`config.mk`:
```
export PLATFORM = sky130hd
export DESIGN_NAME = framebuffer_stream_writer
export DESIGN_NICKNAME = d
export VERILOG_FILES = /design/src/rtl/framebuffer_stream_writer_pkg.sv /design/src/rtl/framebuffer_stream_writer_pixel_packer.sv /design/src/rtl/framebuffer_stream_writer.sv
export SDC_FILE = /design/constraint.sdc
export NUM_CORES = 1
export LEC_CHECK = 0
export BUFFER_PORTS_ARGS = -buffer_cell sky130_fd_sc_hd__buf_2
export CORE_ASPECT_RATIO = 2
export CORE_MARGIN = 2
export CORE_UTILIZATION = 49
export DETAILED_ROUTE_END_ITERATION = 8
export PLACE_DENSITY = 0.76
export SETUP_SLACK_MARGIN = 0.02
export SLEW_MARGIN = 25
export SYNTH_ARGS = -nofsm -noshare
export SYNTH_HDL_FRONTEND = slang
export SYNTH_SLANG_ARGS = --single-unit
export TNS_END_PERCENT = 1
```
`constraint.sdc`:
```
create_clock -name aclk -period 3 [get_ports aclk]
set_clock_uncertainty 0.1 [all_clocks]
set_input_delay 0.6 -clock aclk [delete_from_list [all_inputs] [get_ports aclk]]
set_output_delay 0.6 -clock aclk [all_outputs]
set_load 0.1 [all_outputs]
```
`src/rtl/framebuffer_stream_writer_pkg.sv`:
```
// Shared AXI encodings and FSM state type for the framebuffer stream writer.
package framebuffer_stream_writer_pkg;

  localparam logic [1:0] AXI_BURST_INCR    = 2'b01;
  localparam logic [1:0] AXI_RESP_OKAY     = 2'b00;
  localparam logic [3:0] AXI_CACHE_DEFAULT = 4'b0011;

  typedef enum logic [2:0] {
    ST_IDLE,
    ST_ADDR,
    ST_DATA,
    ST_RESP,
    ST_DONE
  } wr_state_t;

endpackage

```
`src/rtl/framebuffer_stream_writer_pixel_packer.sv`:
```
// Packs STREAM_WIDTH pixels into DATA_WIDTH beats (first pixel in the low lane) behind
// a single output register, so one beat can drain while the next one fills.
module framebuffer_stream_writer_pixel_packer #(
  parameter int STREAM_WIDTH = 16,
  parameter int DATA_WIDTH   = 32
) (
  input  logic                    aclk,
  input  logic                    resetn,
  input  logic                    in_valid,
  output logic                    in_ready,
  input  logic [STREAM_WIDTH-1:0] in_data,
  output logic                    out_valid,
  input  logic                    out_ready,
  output logic [DATA_WIDTH-1:0]   out_data
);

  localparam int PPB    = DATA_WIDTH / STREAM_WIDTH;
  localparam int FILL_W = (PPB > 1) ? $clog2(PPB) : 1;

  logic [FILL_W-1:0]     fill;
  logic [DATA_WIDTH-1:0] acc;
  logic [DATA_WIDTH-1:0] beat;
  logic                  last_slot;
  logic                  in_fire;

  // The closing pixel of a beat may only enter when the output register is free or draining.
  assign last_slot = (fill == FILL_W'(PPB - 1));
  assign in_ready  = !(last_slot && out_valid && !out_ready);
  assign in_fire   = in_valid && in_ready;

  always_comb begin
    beat = acc;
    beat[DATA_WIDTH-1 -: STREAM_WIDTH] = in_data;
  end

  always_ff @(posedge aclk or negedge resetn) begin
    if (!resetn) begin
      fill      <= '0;
      acc       <= '0;
      out_valid <= 1'b0;
      out_data  <= '0;
    end else begin
      if (out_valid && out_ready) out_valid <= 1'b0;
      if (in_fire) begin
        if (last_slot) begin
          out_data  <= beat;
          out_valid <= 1'b1;
          fill      <= '0;
        end else begin
          acc[fill*STREAM_WIDTH +: STREAM_WIDTH] <= in_data;
          fill <= fill + FILL_W'(1);
        end
      end
    end
  end

endmodule

```
`src/rtl/framebuffer_stream_writer.sv`:
```
// Writes fb_size pixels from an AXIS pixel stream to memory as aligned AXI4 INCR bursts,
// one burst outstanding at a time, and pulses done after the final write response.
module framebuffer_stream_writer
  import framebuffer_stream_writer_pkg::*;
#(
  parameter int STREAM_WIDTH        = 16,
  parameter int DATA_WIDTH          = 32,
  parameter int ADDR_WIDTH          = 32,
  parameter int STRB_WIDTH          = 4,
  parameter int ID_WIDTH            = 8,
  parameter int BURST_LEN           = 16,
  parameter int FB_SIZE_IN_PIXEL_LG = 20
) (
  input  logic                           aclk,
  input  logic                           resetn,
  input  logic                           start,
  input  logic [ADDR_WIDTH-1:0]          fb_addr,
  input  logic [FB_SIZE_IN_PIXEL_LG-1:0] fb_size,
  output logic                           busy,
  output logic                           done,
  output logic                           resp_error,
  output logic                           tlast_error,
  input  logic                           s_axis_tvalid,
  output logic                           s_axis_tready,
  input  logic                           s_axis_tlast,
  input  logic [STREAM_WIDTH-1:0]        s_axis_tdata,
  output logic [ID_WIDTH-1:0]            m_mem_axi_awid,
  output logic [ADDR_WIDTH-1:0]          m_mem_axi_awaddr,
  output logic [7:0]                     m_mem_axi_awlen,
  output logic [2:0]                     m_mem_axi_awsize,
  output logic [1:0]                     m_mem_axi_awburst,
  output logic                           m_mem_axi_awlock,
  output logic [3:0]                     m_mem_axi_awcache,
  output logic [2:0]                     m_mem_axi_awprot,
  output logic                           m_mem_axi_awvalid,
  input  logic                           m_mem_axi_awready,
  output logic [DATA_WIDTH-1:0]          m_mem_axi_wdata,
  output logic [STRB_WIDTH-1:0]          m_mem_axi_wstrb,
  output logic                           m_mem_axi_wlast,
  output logic                           m_mem_axi_wvalid,
  input  logic                           m_mem_axi_wready,
  input  logic [ID_WIDTH-1:0]            m_mem_axi_bid,
  input  logic [1:0]                     m_mem_axi_bresp,
  input  logic                           m_mem_axi_bvalid,
  output logic                           m_mem_axi_bready
);

  localparam int FB_LG    = FB_SIZE_IN_PIXEL_LG;
  localparam int PPB      = DATA_WIDTH / STREAM_WIDTH;
  localparam int PPB_LG   = $clog2(PPB);
  localparam int STRB_LG  = $clog2(STRB_WIDTH);
  localparam int ADDR_LSB = $clog2(BURST_LEN * STRB_WIDTH);
  localparam int BL_W     = $clog2(BURST_LEN) + 1;
  localparam int PIX_W    = $clog2(BURST_LEN * PPB) + 1;
  localparam logic [ADDR_WIDTH-1:0] ADDR_ALIGN_MASK = ~ADDR_WIDTH'((1 << ADDR_LSB) - 1);

  wr_state_t             state_q, state_d;
  logic [ADDR_WIDTH-1:0] addr_q;
  logic [FB_LG-1:0]      beats_left;
  logic [FB_LG-1:0]      pix_total_left;
  logic [FB_LG-1:0]      start_beats;
  logic [BL_W-1:0]       burst_beats_q;
  logic [BL_W-1:0]       w_left;
  logic [BL_W-1:0]       cur_burst;
  logic [PIX_W-1:0]      pix_left;
  logic                  pix_gate;
  logic                  px_fire;
  logic                  w_fire;
  logic                  aw_fire;
  logic                  b_fire;
  logic                  pk_in_ready;
  logic                  pk_out_valid;
  logic [DATA_WIDTH-1:0] pk_out_data;
  logic                  unused_bid;

  assign unused_bid  = ^m_mem_axi_bid;
  assign start_beats = fb_size >> PPB_LG;
  assign cur_burst   = (beats_left > FB_LG'(BURST_LEN)) ? BL_W'(BURST_LEN) : BL_W'(beats_left);

  // Pixels are only admitted while the current burst still has room for them.
  assign pix_gate      = (state_q == ST_DATA) && (pix_left != '0);
  assign s_axis_tready = pix_gate && pk_in_ready;
  assign px_fire       = s_axis_tvalid && s_axis_tready;

  framebuffer_stream_writer_pixel_packer #(
    .STREAM_WIDTH (STREAM_WIDTH),
    .DATA_WIDTH   (DATA_WIDTH)
  ) u_pixel_packer (
    .aclk      (aclk),
    .resetn    (resetn),
    .in_valid  (s_axis_tvalid && pix_gate),
    .in_ready  (pk_in_ready),
    .in_data   (s_axis_tdata),
    .out_valid (pk_out_valid),
    .out_ready (m_mem_axi_wready && (state_q == ST_DATA)),
    .out_data  (pk_out_data)
  );

  assign m_mem_axi_awid    = '0;
  assign m_mem_axi_awaddr  = addr_q;
  assign m_mem_axi_awlen   = 8'(cur_burst - BL_W'(1));
  assign m_mem_axi_awsize  = 3'(STRB_LG);
  assign m_mem_axi_awburst = AXI_BURST_INCR;
  assign m_mem_axi_awlock  = 1'b0;
  assign m_mem_axi_awcache = AXI_CACHE_DEFAULT;
  assign m_mem_axi_awprot  = 3'b000;
  assign m_mem_axi_wdata   = pk_out_data;
  assign m_mem_axi_wstrb   = '1;
  assign m_mem_axi_wvalid  = pk_out_valid && (state_q == ST_DATA);
  assign m_mem_axi_wlast   = m_mem_axi_wvalid && (w_left == BL_W'(1));

  assign aw_fire = m_mem_axi_awvalid && m_mem_axi_awready;
  assign w_fire  = m_mem_axi_wvalid && m_mem_axi_wready;
  assign b_fire  = m_mem_axi_bvalid && m_mem_axi_bready;

  always_ff @(posedge aclk or negedge resetn) begin
    if (!resetn) state_q <= ST_IDLE;
    else         state_q <= state_d;
  end

  always_comb begin
    state_d           = state_q;
    m_mem_axi_awvalid = 1'b0;
    m_mem_axi_bready  = 1'b0;
    done              = 1'b0;
    busy              = (state_q != ST_IDLE);
    case (state_q)
      ST_IDLE: if (start) state_d = (start_beats == '0) ? ST_DONE : ST_ADDR;
      ST_ADDR: begin
        m_mem_axi_awvalid = 1'b1;
        if (m_mem_axi_awready) state_d = ST_DATA;
      end
      ST_DATA: if (w_fire && m_mem_axi_wlast) state_d = ST_RESP;
      ST_RESP: begin
        m_mem_axi_bready = 1'b1;
        if (m_mem_axi_bvalid) state_d = (beats_left == '0) ? ST_DONE : ST_ADDR;
      end
      ST_DONE: begin
        done    = 1'b1;
        state_d = ST_IDLE;
      end
      default: state_d = ST_IDLE;
    endcase
  end

  // The pixel count, not tlast, decides where the frame ends; tlast only feeds the error flag.
  always_ff @(posedge aclk or negedge resetn) begin
    if (!resetn) begin
      addr_q         <= '0;
      beats_left     <= '0;
      pix_total_left <= '0;
      burst_beats_q  <= '0;
      w_left         <= '0;
      pix_left       <= '0;
      resp_error     <= 1'b0;
      tlast_error    <= 1'b0;
    end else begin
      case (state_q)
        ST_IDLE: if (start) begin
          addr_q         <= fb_addr & ADDR_ALIGN_MASK;
          beats_left     <= start_beats;
          pix_total_left <= fb_size & ~FB_LG'(PPB - 1);
          resp_error     <= 1'b0;
          tlast_error    <= 1'b0;
        end
        ST_ADDR: if (aw_fire) begin
          burst_beats_q <= cur_burst;
          w_left        <= cur_burst;
          pix_left      <= PIX_W'(int'(cur_burst) * PPB);
          beats_left    <= beats_left - FB_LG'(cur_burst);
        end
        ST_DATA: begin
          if (px_fire) begin
            pix_left       <= pix_left - PIX_W'(1);
            pix_total_left <= pix_total_left - FB_LG'(1);
            if (s_axis_tlast != (pix_total_left == FB_LG'(1))) tlast_error <= 1'b1;
          end
          if (w_fire) w_left <= w_left - BL_W'(1);
        end
        ST_RESP: if (b_fire) begin
          if (m_mem_axi_bresp != AXI_RESP_OKAY) resp_error <= 1'b1;
          addr_q <= addr_q + (ADDR_WIDTH'(burst_beats_q) << STRB_LG);
        end
        default: ;
      endcase
    end
  end

endmodule

```
; Yosys cells after proc, flatten, opt, wreduce, memory -nomap -nowiden
; Cells that the tools add are included.
[word_totals]
regBits = 159
latchBits = 0
mem_bits_rw = 0
romBits = 0
in_bits = 86
out_inout_bits = 106
elab_cells = 118
n_memories = 0
[classes]
addsub = 8
mul = 0
div_mod_pow = 0
order_cmp = 1
n_eq_ne = 17
n_shift = 2
muxes = 38
bitwise = 1
n_reduce_logical = 38
[ops]
columns = operator, count
row1 = $mux W20, 4
row2 = $pmux W20 S2, 2
row3 = $mux W32, 2
row4 = $pmux W32 S2, 1
row5 = $logic_not A20 Y1, 2
row6 = $neg A5 Y34, 1
row7 = $shift A16 B34 Y32 const A, 1
row8 = $shiftx A16 B34 Y32, 1
row9 = $add A32 B7 Y32, 1
row10 = $bwmux W32, 1
row11 = $eq A20 B1 Y1 const B, 1
row12 = $gt A20 B5 Y1 const B, 1
row13 = $sub A20 B1 Y20 const B, 1
row14 = $sub A20 B5 Y20, 1
row15 = $mux W3, 6
row16 = $ne A2 B2 Y1 const B, 8
row17 = $logic_and A1 B1 Y1, 15
row18 = $mux W5, 3
row19 = $reduce_and A3 Y1, 5
row20 = $mux W1, 12
row21 = $mux W6, 2
row22 = $pmux W3 S4, 1
row23 = $pmux W6 S2, 1
row24 = $reduce_and A4 Y1, 3
row25 = 19 further kinds, 29

; Longest topological paths before layout
[depth]
word_depth = 9
ltp_mapped = 12
mapped_depth_nobuf = 10

; Cells and area by module
; A second synthesis with hierarchy kept.
[unflattened]
hier_cells = 847
hier_area_um2 = 8162.8
[modules_own_cells]
columns = module, n_inst, cells_each, area_each_um2, seq_area_each_um2
row1 = framebuffer_stream_writer, 1, 736, 6095.8, 2277.2
row2 = framebuffer_stream_writer_pixel_packer, 1, 111, 2067.0, 1251.2

; Worst setup path after synthesis
; OpenSTA, ideal clock, no wires.
[synth_timing]
kind = register -> output
from = register beats_left[14]
to = output port m_mem_axi_awlen[6]
arrival_ns = 4.135
required_time_ns = 2.300
slack_ns = -1.835
path_stages_with_launch = 5
n_path_buf = 1
cell_sequence = dfrtp_1 -> nor4_1 -> nand4_1 -> nor3_1 -> buf_4
[synth_between]
elab_chain_len = 3
[synth_lines]
columns = item, line
row1 = "start, declared", framebuffer_stream_writer.sv:59  ; logic [FB_LG-1:0] beats_left;
row2 = "start signal, assigned", framebuffer_stream_writer.sv:161  ; beats_left <= start_beats;
row3 = "start signal, assigned", framebuffer_stream_writer.sv:170  ; beats_left <= beats_left - FB_LG'(cur_burst);
row4 = $gt A20 B5 Y1, framebuffer_stream_writer.sv:78  ; assign cur_burst = (beats_left > FB_LG'(BURST_LEN)) ? BL_W'(BURST_LEN) : BL_W'(beats_left);
row5 = $mux W5, framebuffer_stream_writer.sv:78
row6 = $sub A5 B1 Y6, framebuffer_stream_writer.sv:101  ; assign m_mem_axi_awlen = 8'(cur_burst - BL_W'(1));
row7 = "end, declared", framebuffer_stream_writer.sv:29  ; output logic [7:0] m_mem_axi_awlen,
; No other way between the ends.

; Worst setup path after layout
[layout_timing]
from = register beats_left[3]
to = output port m_mem_axi_awlen[4]
[layout_between]
elab_chain_len = 3
[layout_lines]
columns = item, line
row1 = $gt A20 B5 Y1, framebuffer_stream_writer.sv:78
row2 = $mux W5 *, framebuffer_stream_writer.sv:78
row3 = $sub A5 B1 Y6 *, framebuffer_stream_writer.sv:101
; Mark *: on every way between the ends. The rest lies on a longest branch, timed or not.

==> results_dict.tcl <==
set metrics [dict create \
    finalHoldViolations 0 \
    drive_above_1_share_pct 29.8 \
    cts_tree "yes" \
    synth_adder_area_share_pct 2.25 \
    synth_xor_area_share_pct 0.754 \
    cp_top_family "simple AND/OR/NAND/NOR gates" \
    synthesis.area_um2 8130 \
    violations "negative setup slack" \
    slowest_delay_ns 0.55 \
    slew_viol_final 0 \
    drtPass1Iterations 5 \
    slew_headroom_pct 40.4 \
    place_congestion 0.890 \
    io_buffers 149 \
    synth_top_cell_area_share_pct 43.4 \
    wl_per_cell_um 18.9 \
    synth-compound-area-share_pct 19.4 \
    route.detailed.drc 0 \
    slowest_stage "or4_4" \
    place_area_um2 9430 \
    power-per-cell-area_nw_per_um2 1320 \
    synth-warning-count 0 \
    irDropWorstVdd_mv 1.13 \
    power_w 0.0135 \
    area_growth_pct 25.0 \
    worst_slack_ns -0.265 \
    synth_common_cells "141 x dfrtp_1, 93 x nand2_1, 52 x o21ai_0" \
    ys_top_cells_by_area "dfrtp_1 43%, mux2_2 6.8%, nand2_1 4.3%" \
    die_w_um 95.1 \
    hold_class "input pin to async pin" \
    synth_top_cell_by_area "dfrtp_1" \
    crit_type "flip-flop to output pin" \
    rsz0062_at_grt "yes" \
    wirelength_mm 23.3 \
    outcome "complete, but fails checks" \
    reg2reg_slack_ns 0.19 \
    dp_hpwl_mm 17.0 \
    gr-total-overflow 0 \
    pwr-share-seq_pct 26.3 \
    fill_cells 1384 \
    io_pins 192 \
    final_cell_count_no_fill 1236 \
    avgSynthCellArea_um2 9.40 \
    cp.required_ns 2.30 \
    tightest_slew_ns 0.889 \
    cp-start-kind "flip-flop" \
    switching_share_pct 53.2 \
    fmax_mhz 306 \
    detail-route-antenna-nets 0 \
    clockRootBuffer "clkbuf_16" \
    antennaDiodeCount 0 \
    setup_tns_ns -0.560 \
    cts_htree_levels 4 \
    cts_hold_buf 0 \
    fp.coreArea_um2 16300 \
    maxCapViolCount 0 \
    yosysSeqAreaShare_pct 43.4 \
    final_nets 1120 \
    clock_sinks 141 \
    leakagePower_nw 4.54 \
    crit_fanout 4 \
    clk_latency_ns 0.42 \
    fin_area_um2 10200 \
    die_h_um 186 \
    synth_edf_count 0 \
    first_iter_violations 637 \
    ys_ff_latch 141 \
    yosysMostFrequentCell "dfrtp_1" \
    intPower_w 0.00631 \
    rows 66 \
    cp-end-kind "output pin" \
    setup.worst_path.start "beats_left[3]$_DFFE_PN0P_" \
    pwr-share-clk_pct 18.1 \
    r2r_start "beats_left[13]$_DFFE_PN0P_" \
    ys.flop_type "dfrtp_1" \
    via_count 7566 \
    p_switching_w 0.00716 \
    die_area_um2 17700 \
    cp_num_buf_inv 1 \
    combPwrFrac_pct 55.6 \
    ys_async_sr_fraction_pct 100 \
    grt_pass1_vias 7403 \
    synthCells 865 \
    holdWs_ns 0.0679 \
    cp.arrival_ns 2.57 \
    viasPerCell 6.12 \
    worstPathCellList "or4_4 -> a21o_1 -> nor2_4 -> nand2_4 -> ha_4 -> o21ai_4 -> xor2_4 -> buf_12" \
    grt_pass1_wl_mm 37.0 \
    dp_cells 1201 \
    cts-buffers-inserted 17 \
    fin_crit_sh_pct 109 \
    clk_pin_slew_ns 0.06 \
    grt_max_degree 64 \
    synth_top_family_by_area "compound AO/OA/AOI/OAI gates" \
    ys_types 74 \
    synth_mux_area_share_pct 8.63 \
    cts_buffer_depth 2 \
    initial_core_util_pct 50.0 \
    grt.total_usage_pct 27.0 \
    fin_crit_ns 3.27 \
    synthSimpleGateAreaFrac_pct 19.2 \
    setup_violations 7 \
    antenna_found_initial 0 \
]
-- per-stage QoR --
stage / setup WS [ns] / util [%]
2_1_floorplan: -0.183 / -
3_3_place_gp: 0.112 / 58.0
3_5_place_dp: 0.0939 / 58.0
4_1_cts: -0.284 / 62.4
5_1_grt: -0.332 / 62.5
6_report: -0.265 / 62.5
-- power groups by stage --
stage               sequential [W]  combinational [W]  clock [W]
global placement           0.00349            0.00730          0
finish                     0.00354            0.00749    0.00244
detailed placement         0.00353            0.00742          0
CTS                        0.00351            0.00745    0.00248
floorplan                  0.00622            0.00308          0
global route               0.00366            0.00793    0.00255
-- state kept, by name (all words and copies together), names as in the netlist --
register / count
u_pixel_packer.out_data: 32
pix_left: 6
resp_error: 1
state_q: 3
w_left: 5
beats_left: 20
burst_beats_q: 5
u_pixel_packer.out_valid: 1
pix_total_left: 20
tlast_error: 1
m_mem_axi_awaddr: 30
u_pixel_packer.acc: 16
u_pixel_packer.fill: 1
-- final timing paths --
kind	end	cells after the start
max reg2reg	beats_left[12]$_DFFE_PN0P_	12
min in group aclk	u_pixel_packer.out_data[20]$_DFFE_PN0P_	2
max in group asynchronous	u_pixel_packer.acc[13]$_DFFE_PN0P_	2
min reg2reg	resp_error$_DFFE_PN0P_	2
min	pix_total_left[15]$_DFFE_PN0P_	1
max	m_mem_axi_awlen[4]	8
-- placed cells by master (no fill, tap or decap), types with 8 or more instances in the layout --
cell / Yosys / routed
o22a_1: 12 / 12
nor2_1: 48 / 47
nand2_1: 93 / 91
dfrtp_1: 141 / 138
and2_1: 9 / 8
ha_1: 13 / 12
o22ai_1: 10 / 10
a211oi_1: 8 / 8
nand3_1: 34 / 34
mux2_2: 49 / 49
inv_1: 16 / 15
conb_1: 2 / 28
nor4_1: 19 / 18
buf_2: 7 / 137
mux2i_1: 15 / 15
buf_12: 0 / 12
nand4_1: 11 / 11
clkbuf_16: 0 / 17
a21oi_1: 51 / 51
o21ai_0: 52 / 51
nor3_1: 23 / 20
a22o_1: 13 / 13
and3_1: 14 / 13
a32oi_1: 8 / 8
a31oi_1: 14 / 14
buf_4: 30 / 45
-- worst reg2reg max path, stage by stage (launching register included) --
cell	delay, ns
dfrtp_1	0.43
nor4_4	0.08
buf_4	0.15
and4_1	0.20
nand2_1	0.08
nand2_1	0.06
ha_1	0.22
o41ai_2	0.25
buf_4	0.17
and3_1	0.27
nand2_1	0.13
or4_1	0.49
nand3_1	0.11
-- cell type report --
| class | instances | area, um2 | area share, % |
|---|---|---|---|
| Timing Repair Buffer | 196 | 1290 | 12.6 |
| Clock inverter | 10 | 210 | 2.07 |
| Inverter | 16 | 60.1 | 0.591 |
| Sequential cell | 141 | 3530 | 34.7 |
| Multi-Input combinational cell | 648 | 4350 | 42.8 |
| Tap cell | 204 | 255 | 2.51 |
| Clock buffer | 21 | 470 | 4.63 |
-- kinds of logic after synthesis --
kind of cell | after synthesis
multiplexers | 64
buffers and inverters | 102
AO/OA/AOI/OAI | 235
AND/OR/NAND/NOR | 300
XOR/XNOR | 7
adder cells (fa/ha/maj) | 14
flip-flops | 141
other | 2
-- per-layer routing --
metal / vias to the layer above / wire (um) / GRT usage, %
li1: 3486 / - / -
met3: 83 / 1380 / 4.96
met4: 0 / 1200 / 16.3
met5: - / 0 / 0
met1: 3666 / 8050 / 28.1
met2: 331 / 12700 / 49.1
-- repair_timing --
action                                  CTS  global route
gates resized for setup                   6             3
pin swaps                                 6             7
setup buffers                             3             1
endpoints found under the setup margin    8            10
Power figures use the tool's default switching activity.
